===== src/rtl/spi_pkg.sv =====
// rtl/spi_pkg.sv - shared SPI definitions: word width, feeder FSM encoding, gap default
package spi_pkg;

    // Word width shared by the SPI master, the TX feeder and future RX stages.
    localparam int DATA_W_DEF = 16;

    // Default number of idle cycles enforced between frames when the gap is built in.
    localparam int GAP_CYCLES_DEF = 2;

    // Feeder FSM encoding, kept as plain 3-bit constants so other stages can decode it.
    localparam logic [2:0] ST_IDLE      = 3'd0;
    localparam logic [2:0] ST_ISSUE     = 3'd1;
    localparam logic [2:0] ST_WAIT_BUSY = 3'd2;
    localparam logic [2:0] ST_WAIT_DONE = 3'd3;
    localparam logic [2:0] ST_GAP       = 3'd4;

    typedef enum logic [2:0] {
        S_IDLE      = ST_IDLE,
        S_ISSUE     = ST_ISSUE,
        S_WAIT_BUSY = ST_WAIT_BUSY,
        S_WAIT_DONE = ST_WAIT_DONE,
        S_GAP       = ST_GAP
    } feeder_state_t;

endpackage


===== src/rtl/spi_word_fifo.sv =====
// rtl/spi_word_fifo.sv - circular word FIFO with level counter, sticky overflow and flush
module spi_word_fifo
    import spi_pkg::*;
#(
    parameter int DATA_W = DATA_W_DEF,
    parameter int DEPTH  = 8,
    parameter int ADDR_W = 3
) (
    input  logic              clk,
    input  logic              rst,
    input  logic              wr_en,
    input  logic [DATA_W-1:0] wr_data,
    input  logic              flush,
    input  logic              rd_en,
    output logic [DATA_W-1:0] rd_data,
    output logic              full,
    output logic              empty,
    output logic [ADDR_W:0]   level,
    output logic              overflow
);

    // DEPTH is a power of two equal to 2**ADDR_W, so the pointers wrap by plain overflow.
    logic [DATA_W-1:0] mem_q [DEPTH];

    logic [ADDR_W-1:0] wr_ptr_q, wr_ptr_d;
    logic [ADDR_W-1:0] rd_ptr_q, rd_ptr_d;
    logic [ADDR_W:0]   level_q, level_d;
    logic              overflow_q, overflow_d;

    logic push_ok;
    logic pop_ok;

    assign full     = (level_q == (ADDR_W+1)'(DEPTH));
    assign empty    = (level_q == '0);
    assign level    = level_q;
    assign overflow = overflow_q;
    assign rd_data  = mem_q[rd_ptr_q];

    // Fullness is judged before any same-cycle pop, so a pop never makes room for a push at full.
    assign push_ok = wr_en && !full && !flush;
    assign pop_ok  = rd_en && !empty;

    // Next pointer, level and overflow; flush overrides every other update.
    always_comb begin
        wr_ptr_d   = wr_ptr_q;
        rd_ptr_d   = rd_ptr_q;
        level_d    = level_q;
        overflow_d = overflow_q;
        if (flush) begin
            wr_ptr_d   = '0;
            rd_ptr_d   = '0;
            level_d    = '0;
            overflow_d = 1'b0;
        end else begin
            if (push_ok) begin
                wr_ptr_d = wr_ptr_q + 1'b1;
            end
            if (pop_ok) begin
                rd_ptr_d = rd_ptr_q + 1'b1;
            end
            case ({push_ok, pop_ok})
                2'b10:   level_d = level_q + 1'b1;
                2'b01:   level_d = level_q - 1'b1;
                default: level_d = level_q;
            endcase
            if (wr_en && full) begin
                overflow_d = 1'b1;
            end
        end
    end

    // Control state registers with asynchronous reset.
    always_ff @(posedge clk or posedge rst) begin
        if (rst) begin
            wr_ptr_q   <= '0;
            rd_ptr_q   <= '0;
            level_q    <= '0;
            overflow_q <= 1'b0;
        end else begin
            wr_ptr_q   <= wr_ptr_d;
            rd_ptr_q   <= rd_ptr_d;
            level_q    <= level_d;
            overflow_q <= overflow_d;
        end
    end

    // Word storage; contents need no reset because the level counter qualifies every read.
    always_ff @(posedge clk) begin
        if (push_ok) begin
            mem_q[wr_ptr_q] <= wr_data;
        end
    end

endmodule


===== src/rtl/spi_tx_feeder.sv =====
// rtl/spi_tx_feeder.sv - queues words and launches one SPI master frame per word; SPI_TX_FEEDER_GAP_EN adds an inter-frame gap
module spi_tx_feeder
    import spi_pkg::*;
#(
    parameter int DATA_W     = DATA_W_DEF,
    parameter int DEPTH      = 8,
    parameter int ADDR_W     = 3,
    parameter int GAP_CYCLES = GAP_CYCLES_DEF
) (
    input  logic              clk,
    input  logic              rstn,
    input  logic              wr_en,
    input  logic [DATA_W-1:0] wr_data,
    input  logic              flush,
    output logic              full,
    output logic              empty,
    output logic [ADDR_W:0]   level,
    output logic              overflow,
    output logic              busy,
    input  logic              read_en,
    output logic              t_start,
    output logic [DATA_W-1:0] d_in
);

    // rstn is an active-high asynchronous reset despite its name.
    feeder_state_t     state_q, state_d;
    logic              t_start_q, t_start_d;
    logic [DATA_W-1:0] d_in_q, d_in_d;
    logic              busy_q, busy_d;

    logic [DATA_W-1:0] fifo_rd_data;
    logic              fifo_empty;
    logic              launch;

`ifdef SPI_TX_FEEDER_GAP_EN
    // GAP_CYCLES is expected to be at least 1.
    localparam int GAP_CNT_W = (GAP_CYCLES > 1) ? $clog2(GAP_CYCLES) : 1;
    logic [GAP_CNT_W-1:0] gap_cnt_q, gap_cnt_d;
`else
    // GAP_CYCLES only matters when the inter-frame gap is compiled in.
    logic [31:0] unused_gap_cycles;
    assign unused_gap_cycles = 32'(GAP_CYCLES);
`endif

    // A frame launches from IDLE as soon as a word is queued and the master is ready.
    assign launch = (state_q == S_IDLE) && !fifo_empty && read_en;

    spi_word_fifo #(
        .DATA_W (DATA_W),
        .DEPTH  (DEPTH),
        .ADDR_W (ADDR_W)
    ) u_fifo (
        .clk      (clk),
        .rst      (rstn),
        .wr_en    (wr_en),
        .wr_data  (wr_data),
        .flush    (flush),
        .rd_en    (launch),
        .rd_data  (fifo_rd_data),
        .full     (full),
        .empty    (fifo_empty),
        .level    (level),
        .overflow (overflow)
    );

    assign empty   = fifo_empty;
    assign t_start = t_start_q;
    assign d_in    = d_in_q;
    assign busy    = busy_q;

    // Next-state and output decode; flush never reaches here, so an in-flight frame always completes.
    always_comb begin
        state_d   = state_q;
        t_start_d = 1'b0;
        d_in_d    = d_in_q;
        busy_d    = busy_q;
`ifdef SPI_TX_FEEDER_GAP_EN
        gap_cnt_d = gap_cnt_q;
`endif
        case (state_q)
            S_IDLE: begin
                if (launch) begin
                    d_in_d    = fifo_rd_data;
                    t_start_d = 1'b1;
                    busy_d    = 1'b1;
                    state_d   = S_ISSUE;
                end
            end
            S_ISSUE: begin
                state_d = S_WAIT_BUSY;
            end
            S_WAIT_BUSY: begin
                if (!read_en) begin
                    state_d = S_WAIT_DONE;
                end
            end
            S_WAIT_DONE: begin
                if (read_en) begin
`ifdef SPI_TX_FEEDER_GAP_EN
                    gap_cnt_d = '0;
                    state_d   = S_GAP;
`else
                    busy_d  = 1'b0;
                    state_d = S_IDLE;
`endif
                end
            end
`ifdef SPI_TX_FEEDER_GAP_EN
            S_GAP: begin
                if (gap_cnt_q == GAP_CNT_W'(GAP_CYCLES - 1)) begin
                    busy_d  = 1'b0;
                    state_d = S_IDLE;
                end else begin
                    gap_cnt_d = gap_cnt_q + 1'b1;
                end
            end
`endif
            default: begin
                busy_d  = 1'b0;
                state_d = S_IDLE;
            end
        endcase
    end

    // FSM state and registered launch outputs; reset abandons any frame without telling the master.
    always_ff @(posedge clk or posedge rstn) begin
        if (rstn) begin
            state_q   <= S_IDLE;
            t_start_q <= 1'b0;
            d_in_q    <= '0;
            busy_q    <= 1'b0;
`ifdef SPI_TX_FEEDER_GAP_EN
            gap_cnt_q <= '0;
`endif
        end else begin
            state_q   <= state_d;
            t_start_q <= t_start_d;
            d_in_q    <= d_in_d;
            busy_q    <= busy_d;
`ifdef SPI_TX_FEEDER_GAP_EN
            gap_cnt_q <= gap_cnt_d;
`endif
        end
    end

endmodule

===== config.mk =====
export PLATFORM = sky130hd
export DESIGN_NAME = spi_tx_feeder
export DESIGN_NICKNAME = d
export VERILOG_FILES = /design/src/rtl/spi_pkg.sv /design/src/rtl/spi_word_fifo.sv /design/src/rtl/spi_tx_feeder.sv
export SDC_FILE = /design/constraint.sdc
export NUM_CORES = 1
export LEC_CHECK = 0
export BUFFER_PORTS_ARGS = -buffer_cell sky130_fd_sc_hd__buf_2
export CAP_MARGIN = 20
export CORE_ASPECT_RATIO = 0.5
export CORE_MARGIN = 2
export CORE_UTILIZATION = 62
export CTS_BUF_LIST = sky130_fd_sc_hd__clkbuf_8
export DETAILED_ROUTE_END_ITERATION = 8
export PLACE_DENSITY = 0.78
export SLEW_MARGIN = 20
export SYNTH_ARGS = -nofsm -noshare
export SYNTH_HDL_FRONTEND = slang
export SYNTH_SLANG_ARGS = --single-unit

===== constraint.sdc =====
create_clock -name clk -period 3.3 [get_ports clk]
set_input_delay 0.165 -clock clk [delete_from_list [all_inputs] [get_ports clk]]
set_output_delay 0.165 -clock clk [all_outputs]
set_load 0.1 [all_outputs]

==> summary.md <==
| Metric | Value |
|---|---|
| IO Port Bufs | 45 |
| Sequential area share after synthesis | 72.8% |
| Gr usage total | 23.2% |
| Number of global-route vias before repair | 3349 |
| Clock Tree Root | clkbuf_8 |
| Clk slew on worst S/H paths | 0.09 ns |
| WP data required | roughly 3.6 ns |
| Layout Nets | 455 |
| Core box area | 10100 um2 |
| Slew Limit Fails | 0 |
| Starting Density | 62.9% |
| CP Data Arrival Time | roughly 3 ns |
| Cell variety after synth | 42 |
| Synth warn | 0 |
| Crit end category | register |
| GR Overflow Total | 0 |
| Max Cap Violations | 0 |
| #FFs+latches synth | 159 |
| CTS H-tree lvls | 4 |
| Post-route ant nets | 0 |
| Worst hold path class | in -> reg |
| DRC | 0 |
| Max rail drop VDD | 0.452 mV |
| Largest net degree at the start of global routing | 35 |
| Net Count, Synth | 376 |
| CTS tree | yes |
| WL/cell | 20.7 um |
| Post-synth EDFFs | 128 |
| Gate count of the mapped netlist | 348 |
| Via count | 3386 |
| Detailed Routing Iterations Pass 1 | 5 |
| FP Rows | 26 |
| Critical Path Start Type | register |
| Hold Vio Cnt, Final | 0 |
| First-pass GRT wire length | 18300 um |
| Period minus WS final | 2.67 ns |
| I/O pin cnt | 46 |
| Setup CP Type | reg -> reg |
| WL final | around 12000 um |
| Hold WS | 0.0680 ns |
| Gpl congestion | approximately 0.92 |
| CTS Buffer Depth | 2 |
| Max Clock Skew | 0.0108 ns |
| Peak Freq | 374 MHz |
| DR iter-0 viols | 191 |
| Final setup TNS | 0 ns |
| Worst slew margin | 22.7% |
| Detailed Place HPWL | approximately 7100 um |
| Fin cells | 580 |
| Status | completed |
| Place WS | 0.636 ns |
| Multi-input gate area | about 1700 um2 |
| Layout cells sized above 1 | 31.6% |
| Worst Path Max Fanout | 9 |
| Avg Vias per Cell | 5.84 |
| Mean Syn Cell Area | 18.2 um2 |
| Register area | 4620 um2 |
| Cells after DPL | between 500 and 600 |
| Skew-Pair Late Insertion Delay | 0.42 ns |
| Finished Cell Area | between 7000 and 8000 um2 |
| Placed Instance Area | roughly 6800 um2 |
| Worst-margin pin slew | 1.16 ns |
| Fraction of registers with async set/reset | about a fifth |
| TritonCTS Buffers | 17 |
| Synthesized area | ~6300 um2 |
| Pwr/cell area | 801 nW/um2 |
| Worst Setup Slack, final | 0.626 ns |
| Top FF cell, synth | edfxtp_1 |
| Synth-to-Final Area Change | 16.3% |
| Chip width | between 100 and 150 um |
| Utilization after layout | 73.2% |
| Die height | approximately 76 um |
| Filler instances | 591 |
| Number of diodes | 0 |
| RSZ-0062 raised after global routing | no |
| PnR Total Power | slightly below 6 mW |
| Die area | between 10000 and 15000 um2 |
| Post-CTS sizing | 0 |
| Setup Viol. Count Final | 0 |
| Final cycle utilization of the critical path | 81.0% |
| Initial antenna violation count | 0 |
| TritonCTS Sinks | 159 |
| Pleak | 2.62 nW |
area by class of cell:
cell class                 count  area share (%)
clock buffer                  17            3.17
inverter                       7           0.424
clock inverter                15            2.24
multi-input combinational    166            22.4
tap                          140            2.37
sequential                   159            62.6
timing repair buffer          76            6.81
repair_timing:
action,4_1_cts,5_1_grt
hold endpoints to repair,160,0
hold buffers,18,0
setup buffers,0,0
Yosys cell counts, types with 2 or more instances:
| master | count | share of area [%] |
|---|---|---|
| ha_1 | 7 | 1.4 |
| nand3_1 | 2 | 0.16 |
| inv_1 | 5 | 0.30 |
| and2_1 | 2 | 0.20 |
| nor3_1 | 4 | 0.32 |
| dfrtp_1 | 31 | 12 |
| nand2b_1 | 3 | 0.30 |
| o2111ai_1 | 2 | 0.28 |
| a21oi_1 | 7 | 0.55 |
| mux4_2 | 32 | 11 |
| xnor2_1 | 2 | 0.28 |
| edfxtp_1 | 128 | 61 |
| nand2_1 | 24 | 1.4 |
| o21ai_0 | 20 | 1.6 |
| nor2_1 | 20 | 1.2 |
| buf_2 | 3 | 0.24 |
| xor2_1 | 4 | 0.55 |
| buf_1 | 2 | 0.12 |
| nor2b_1 | 2 | 0.20 |
| mux2i_1 | 17 | 2.7 |
| clkbuf_1 | 10 | 0.59 |
path summary, 6_finish.rpt:
| check | from | to | slack (ns) | cells past startpoint |
|---|---|---|---|---|
| max | u_fifo.level[1]$_DFFE_PP0P_ | u_fifo.level[3]$_DFFE_PP0P_ | 0.63 | 10 |
| min | flush | u_fifo.wr_ptr_q[1]$_DFFE_PP0P_ | 0.07 | 2 |
| max reg2reg | u_fifo.level[1]$_DFFE_PP0P_ | u_fifo.level[3]$_DFFE_PP0P_ | 0.63 | 10 |
| min reg2reg | d_in[2]$_DFFE_PP0P_ | d_in[2]$_DFFE_PP0P_ | 0.49 | 2 |
| max in group asynchronous | rstn | u_fifo.rd_ptr_q[0]$_DFFE_PP0P_ | 2.58 | 4 |
| min in group asynchronous | rstn | busy$_DFFE_PP0P_ | 0.38 | 4 |
placed cells by master (no fill, tap or decap), types with 4 or more instances in the layout:
master and count:
o21ai_0 20, xor2_1 4, inv_6 7, nand2_1 24
dlygate4sd3_1 18, buf_4 13, edfxtp_1 128, dfrtp_1 29
clkbuf_8 17, mux4_2 32, a21oi_1 7, ha_1 7
inv_1 5, mux2i_1 17, nor2_1 20, buf_2 45
worst max-delay path: stages (launching register included):
cell	delay [ns]
dfrtp_1	0.51
or4b_4	0.64
inv_4	0.12
nor2_1	0.06
nor2_1	0.18
ha_1	0.32
and2_1	0.19
o2111ai_1	0.09
and4b_1	0.24
o21ai_1	0.07
nor3b_2	0.15
where the power goes:
group / leakage (nW) / total (mW) / switching, mW / internal [mW]
Sequential: 1.55 / 2.50 / 0.158 / 2.35
Clock: 0.198 / 1.41 / 0.770 / 0.636
Combinational: 0.866 / 2.00 / 1.47 / 0.529
registers in the layout, indices dropped and copies added, names as in the netlist:
signal	flops
u_fifo.rd_ptr_q	3
busy	1
u_fifo.mem_q	128
d_in	16
u_fifo.wr_ptr_q	3
t_start	1
u_fifo.overflow	1
state_q	2
u_fifo.level	4
kinds of logic (layout without fill, tap and decap cells):
family,count (synthesis),in the layout,share of synthesized area (%)
xor+xnor,7,7,1.26
simple gates,65,65,5.09
fa+ha+maj,7,7,1.38
flops,159,159,72.8
mux,50,50,14.2
compound gates,37,37,3.69
buf+inv,23,115,1.58
routing by layer:
layer / vias up / GRT usage [%] / wire (um)
met5: - / 0 / 0
met4: 0 / 8.76 / 137
met3: 15 / 6.17 / 558
met2: 110 / 40.8 / 6250
met1: 1743 / 28.9 / 5030
li1: 1518 / - / -
(Power assumes the default switching activity.)
